**src/rtl/regfile_server.sv**
```systemverilog
// -----------------------------------------------------------------------------
// regfile_server
//   Architectural integer register file with two combinational read ports,
//   one write-back port, write-to-read bypass and a per-register busy
//   scoreboard used by decode/issue to stall on RAW hazards. x0 reads as zero
//   and can never be written or marked busy.
//
// Ports
//   clk            clock, all state updates on posedge
//   rst            asynchronous active-low reset
//   read0_addr     read port 0 address
//   read0_val      read port 0 data (combinational, bypassed)
//   read1_addr     read port 1 address
//   read1_val      read port 1 data (combinational, bypassed)
//   read0_busy     register at read0_addr has an outstanding producer
//   read1_busy     register at read1_addr has an outstanding producer
//   wr_en          write-back valid
//   wr_addr        write-back destination
//   wr_data        write-back data
//   busy_set       issue claims a destination this cycle
//   busy_set_addr  destination being claimed
//   flush          clear all busy bits (pipeline squash)
//   pending_count  number of busy registers (registered)
// -----------------------------------------------------------------------------
module regfile_server #(
    parameter  int NREGS = 32,
    parameter  int XLEN  = 32,
    localparam int AW    = $clog2(NREGS)
) (
    input  logic            clk,
    input  logic            rst,
    input  logic [AW-1:0]   read0_addr,
    output logic [XLEN-1:0] read0_val,
    input  logic [AW-1:0]   read1_addr,
    output logic [XLEN-1:0] read1_val,
    output logic            read0_busy,
    output logic            read1_busy,
    input  logic            wr_en,
    input  logic [AW-1:0]   wr_addr,
    input  logic [XLEN-1:0] wr_data,
    input  logic            busy_set,
    input  logic [AW-1:0]   busy_set_addr,
    input  logic            flush,
    output logic [AW:0]     pending_count
);

    logic [XLEN-1:0] regs_r [NREGS];
    logic [NREGS-1:0] busy_r;
    logic [NREGS-1:0] busy_nxt_s;
    logic [AW:0]      count_nxt_s;

    // Number of set bits in a busy vector; x0 is never set so the result
    // fits in AW+1 bits without wrapping.
    function automatic logic [AW:0] popcount(input logic [NREGS-1:0] vec);
        logic [AW:0] acc;
        acc = '0;
        for (int k = 0; k < NREGS; k++) begin
            acc = acc + {{AW{1'b0}}, vec[k]};
        end
        return acc;
    endfunction

    // Read port 0: x0 forced to zero, then same-cycle write bypass, then array.
    always_comb begin
        read0_val = '0;
        if (read0_addr == '0) begin
            read0_val = '0;
        end else if (wr_en && (wr_addr == read0_addr)) begin
            read0_val = wr_data;
        end else begin
            read0_val = regs_r[read0_addr];
        end
    end

    // Read port 1: same priority as port 0.
    always_comb begin
        read1_val = '0;
        if (read1_addr == '0) begin
            read1_val = '0;
        end else if (wr_en && (wr_addr == read1_addr)) begin
            read1_val = wr_data;
        end else begin
            read1_val = regs_r[read1_addr];
        end
    end

    // Busy outputs: a completing write un-busies its register in the same
    // cycle, matching the data bypass above.
    always_comb begin
        read0_busy = 1'b0;
        read1_busy = 1'b0;
        if (read0_addr == '0) begin
            read0_busy = 1'b0;
        end else begin
            read0_busy = busy_r[read0_addr] && !(wr_en && (wr_addr == read0_addr));
        end
        if (read1_addr == '0) begin
            read1_busy = 1'b0;
        end else begin
            read1_busy = busy_r[read1_addr] && !(wr_en && (wr_addr == read1_addr));
        end
    end

    // Scoreboard next state: flush beats set, set beats clear (a new producer
    // claiming the register outranks the write-back of the old one).
    always_comb begin
        busy_nxt_s = busy_r;
        for (int i = 0; i < NREGS; i++) begin
            if (flush) begin
                busy_nxt_s[i] = 1'b0;
            end else if (busy_set && (busy_set_addr == AW'(i)) && (i != 0)) begin
                busy_nxt_s[i] = 1'b1;
            end else if (wr_en && (wr_addr == AW'(i))) begin
                busy_nxt_s[i] = 1'b0;
            end else begin
                busy_nxt_s[i] = busy_r[i];
            end
        end
        busy_nxt_s[0] = 1'b0;
        count_nxt_s   = popcount(busy_nxt_s);
    end

    // Register array write; x0 is never written so it stays at its reset zero.
    always_ff @(posedge clk or negedge rst) begin
        if (!rst) begin
            for (int i = 0; i < NREGS; i++) begin
                regs_r[i] <= '0;
            end
        end else if (wr_en && (wr_addr != '0)) begin
            regs_r[wr_addr] <= wr_data;
        end else begin
            regs_r[0] <= '0;
        end
    end

    // Scoreboard and pending count update on the same edge.
    always_ff @(posedge clk or negedge rst) begin
        if (!rst) begin
            busy_r        <= '0;
            pending_count <= '0;
        end else begin
            busy_r        <= busy_nxt_s;
            pending_count <= count_nxt_s;
        end
    end

endmodule

```
**config.mk**
```make
export PLATFORM = sky130hd
export DESIGN_NAME = regfile_server
export DESIGN_NICKNAME = d
export VERILOG_FILES = /design/src/rtl/regfile_server.sv
export SDC_FILE = /design/constraint.sdc
export NUM_CORES = 2
export LEC_CHECK = 0
export CAP_MARGIN = 5
export CELL_PAD_IN_SITES_DETAIL_PLACEMENT = 0
export CELL_PAD_IN_SITES_GLOBAL_PLACEMENT = 2
export CORE_MARGIN = 2
export CORE_UTILIZATION = 30
export DETAILED_ROUTE_END_ITERATION = 8
export PLACE_DENSITY = 0.64
export SLEW_MARGIN = 20
export SYNTH_ARGS = -nofsm -noshare
export SYNTH_HDL_FRONTEND = slang
export SYNTH_SLANG_ARGS = --single-unit
```
**constraint.sdc**
```tcl
create_clock -name clk -period 5.8 [get_ports clk]
set_clock_uncertainty 0.2 [all_clocks]
set_input_delay 1.16 -clock clk [delete_from_list [all_inputs] [get_ports clk]]
set_output_delay 1.16 -clock clk [all_outputs]
set_load 0.05 [all_outputs]
```
==> flow_summary.yaml <==
yosys:
  synth_top_area_share_pct: 46.2
  ys.warnings.count: 0
  ys_ff_latch: 1061
  async_reset_ff_share_pct: 100
  yosysUniqueCellTypes: 63
  syn_area_per_cell_um2: 14.9
  synth_edf_count: 0
  netlist_instances: 3861
  synth_top_family_by_area: "multiplexers"
  ys.flop_type: "dfrtp_1"
  synth-simple-area-share_pct: 2.78
  yosysTopAreaCell: "dfrtp_1"
  synth_compound_area_share_pct: 4.68
  syn_nets: 3948
  yosysSeqAreaShare_pct: 46.2
  synth_area_leaders: "dfrtp_1 46%, mux4_2 20%, mux2_2 20%"
  synth_area_mm2: 0.0575
  muxShareOfSynthArea_pct: 41.6
  synth_xor_area_share_pct: 0.198
  synthAdderAreaFrac_pct: 0.953
detailed_routing:
  wl_per_cell_um: 30.5
  routed_wl_um: 202000
  drt_pre_antenna_iters: 5
  ant_nets: 0
  drc: 0
  vias_per_cell: 5.57
  drt_iter0_markers: 2500
  via_count: 36800
floorplanning:
  chipWidth_um: 442
  rows: 160
  die_area_mm2: 0.195
  ios: 129
  die_h_um: 442
  core_area_mm2: 0.190
  start_util_pct: 30.2
critical_path:
  reg2reg_setup_slack_ns: 0.57
  path_common_cell: "fa_1"
  critPathSlowestCell: "fa_1"
  cpLargestDelayFamily: "adder cells"
  r2r-start: "busy_r[2]$_DFF_PN0_"
  crit_type: "primary input to flop"
  cp-end-kind: "flop"
  r2r_cells: 17
  crit_required_ns: 6.28
  cp_slowest_stage_delay_ns: 0.55
  r2r_end: "pending_count[4]$_DFF_PN0_"
  arrival_ns: 6.30
  path_buf_inv: 8
  crit_fanout: 5
  start_kind: "primary input"
  crit_path_cell_trace: "buf_4 -> buf_6 -> nor3_2 -> buf_4 -> buf_6 -> nand2_4 -> a22oi_2 -> nor2_2 -> fa_1 -> inv_2 -> fa_1 -> fa_1 -> fa_1 -> fa_1 -> inv_2 -> fa_1 -> fa_2 -> inv_2 -> fa_2 -> inv_2 -> a21o_1 -> a21oi_2 -> xnor2_1"
global_routing:
  track_usage_pct: 20.5
  grtUsageMet2_pct: 34.4
  grt_pass1_wl_um: 293000
  use_met3_pct: 2.99
  grt_max_degree: 128
  antenna_found_initial: 11
  grt_pass1_vias: 38800
  gr-max-usage-layer: "met2"
  met1_usage_pct: 27.6
  gr-total-overflow: 0
clocking:
  cts_tree: "built"
  ctsHoldBuffers: 0
  insertion_delay_ns: 0.77
  htreeDepth: 3
  cts_buffers: 121
  cts_root_buf: "clkbuf_16"
  clockBufferDepth: 3
  clkSlewWorstSetupHoldPaths_ns: 0.06
  clock_sinks: 1061
sta:
  setup_ws_ns: -0.0225
  tns_ns: -0.0225
  finalSetupViolCount: 1
  final_hold_viol_count: 0
  max_slew.worst_pin.slew_ns: 1.12
  relSlewSlack_pct: 25.4
  fmaxAchievable_ghz: 0.172
  finalCritPeriodShare_pct: 100
  min_period_ns: 5.82
  slew_violations: 0
  rsz0062_at_grt: "yes"
placed_design:
  dp_cells: 6370
  portBuffers: 128
  place_congestion: 0.816
  dp_hpwl_um: 122000
power_and_ir_drop:
  p_leak_nw: 28.8
  power_density_mw_per_mm2: 336
  peakVddDrop_uv: 242
cells_and_area:
  mostFrequentLayoutCell: "dfrtp_1"
  final_nets: 4083
  drive_above_1_share_pct: 53.3
  mostFrequentLayoutCells: "1061 x dfrtp_1, 1017 x mux2_2, 510 x mux4_2"
  finalNonFillerCells: 6611
  area_growth_pct: 17.8
status:
  violations: "setup timing"
  status: "finished with violations"
worst_hold_path:
  worstHoldPathType: "primary input to asynchronous set/reset pin"
job:
  drv_cap: 0
==> routing by layer <==
metal  vias to the layer above  wire length, um
met4                        12             5660
li1                      15300                -
met1                     20300            87000
met3                       300             9880
met5                         -               78
met2                      1002            99200
==> cell type report <==
type                            count  area, um^2
Clock buffer                      184        3680
Timing Repair Buffer              415        4510
Tap cell                         2511        3140
Fill cell                       18200      123000
Sequential cell                  1061       26600
Clock inverter                     41         425
Inverter                           39         146
Antenna cell                        2        5.00
Multi-Input combinational cell   2358       29300
==> cell families (layout without fill, tap and decap cells) <==
kind of cell | after synthesis | after routing
AOI/OAI and AO/OA | 376 | 376
xor gates and xnor gates | 13 | 13
adders and majority gates | 30 | 30
buffers and inverters | 442 | 679
DFF | 1061 | 1061
muxes | 1623 | 1623
other | 0 | 2
and+or+nand+nor | 316 | 316
==> registers in the layout (all words and copies together), names as in the netlist <==
register and count:
regs_r 1024, busy_r 31, pending_count 6
==> power by group <==
part / switching (W) / total [W] / internal (W)
sequential: 0.000968 / 0.00974 / 0.00877
clock: 0.00330 / 0.00800 / 0.00469
combinational: 0.00215 / 0.00504 / 0.00290
==> synth_stat cells (14+ instances only) <==
| library cell | instances |
|---|---|
| o21ai_0 | 42 |
| o221ai_1 | 16 |
| inv_1 | 39 |
| buf_2 | 133 |
| a22oi_1 | 110 |
| nor2b_1 | 24 |
| nor2_1 | 80 |
| dfrtp_1 | 1061 |
| mux4_2 | 510 |
| and2_1 | 38 |
| mux2i_1 | 83 |
| buf_6 | 17 |
| nand2_1 | 68 |
| nand3_1 | 28 |
| a22o_1 | 19 |
| buf_4 | 39 |
| a21oi_1 | 32 |
| buf_1 | 52 |
| o22ai_1 | 65 |
| clkbuf_1 | 161 |
| fa_1 | 23 |
| a211oi_1 | 14 |
| mux2_2 | 1017 |
| nor3_1 | 26 |
| a21o_1 | 17 |
==> worst max-delay path by stage <==
stage,start,depth (start not counted),to
floorplan,wr_addr[4],22,pending_count[4]$_DFF_PN0_
global placement,wr_en,22,pending_count[4]$_DFF_PN0_
detailed placement,wr_addr[0],21,pending_count[4]$_DFF_PN0_
CTS,wr_addr[1],21,pending_count[4]$_DFF_PN0_
global route,wr_addr[1],22,pending_count[4]$_DFF_PN0_
finish,wr_addr[2],23,pending_count[4]$_DFF_PN0_
==> metrics by stage <==
stage               setup slack [ns]  hold slack, ns  util (%)  power, W  cell area (um^2)
finish                       -0.0225           0.236      35.6    0.0228             67700
global route                  -0.130           0.259      35.6    0.0238             67700
CTS                          0.00523           0.229      35.5    0.0230             67700
detailed placement             -1.34           0.289      33.3    0.0149             63400
global placement               -1.32           0.283      33.3    0.0148             63400
floorplan                     -0.820           0.267         -    0.0131             57600
==> worst register-to-register path, cell delays in order (launching register included) <==
cell     delay (ns)
dfrtp_1        0.46
a22oi_2        0.16
nor2_2         0.08
fa_1           0.58
inv_2          0.05
fa_1           0.55
fa_1           0.44
fa_1           0.47
fa_1           0.53
inv_2          0.04
fa_1           0.45
fa_2           0.38
inv_2          0.07
fa_2           0.20
inv_2          0.03
a21o_1         0.18
a21oi_2        0.14
xnor2_1        0.13
==> what timing repair did <==
item	in CTS	in global routing
gates resized for setup	70	20
gates cloned	1	0
pin swaps	27	3
buffers inserted	13	2
setup endpoints to repair	5	3
Note: power is estimated with default switching activity, not from simulation.
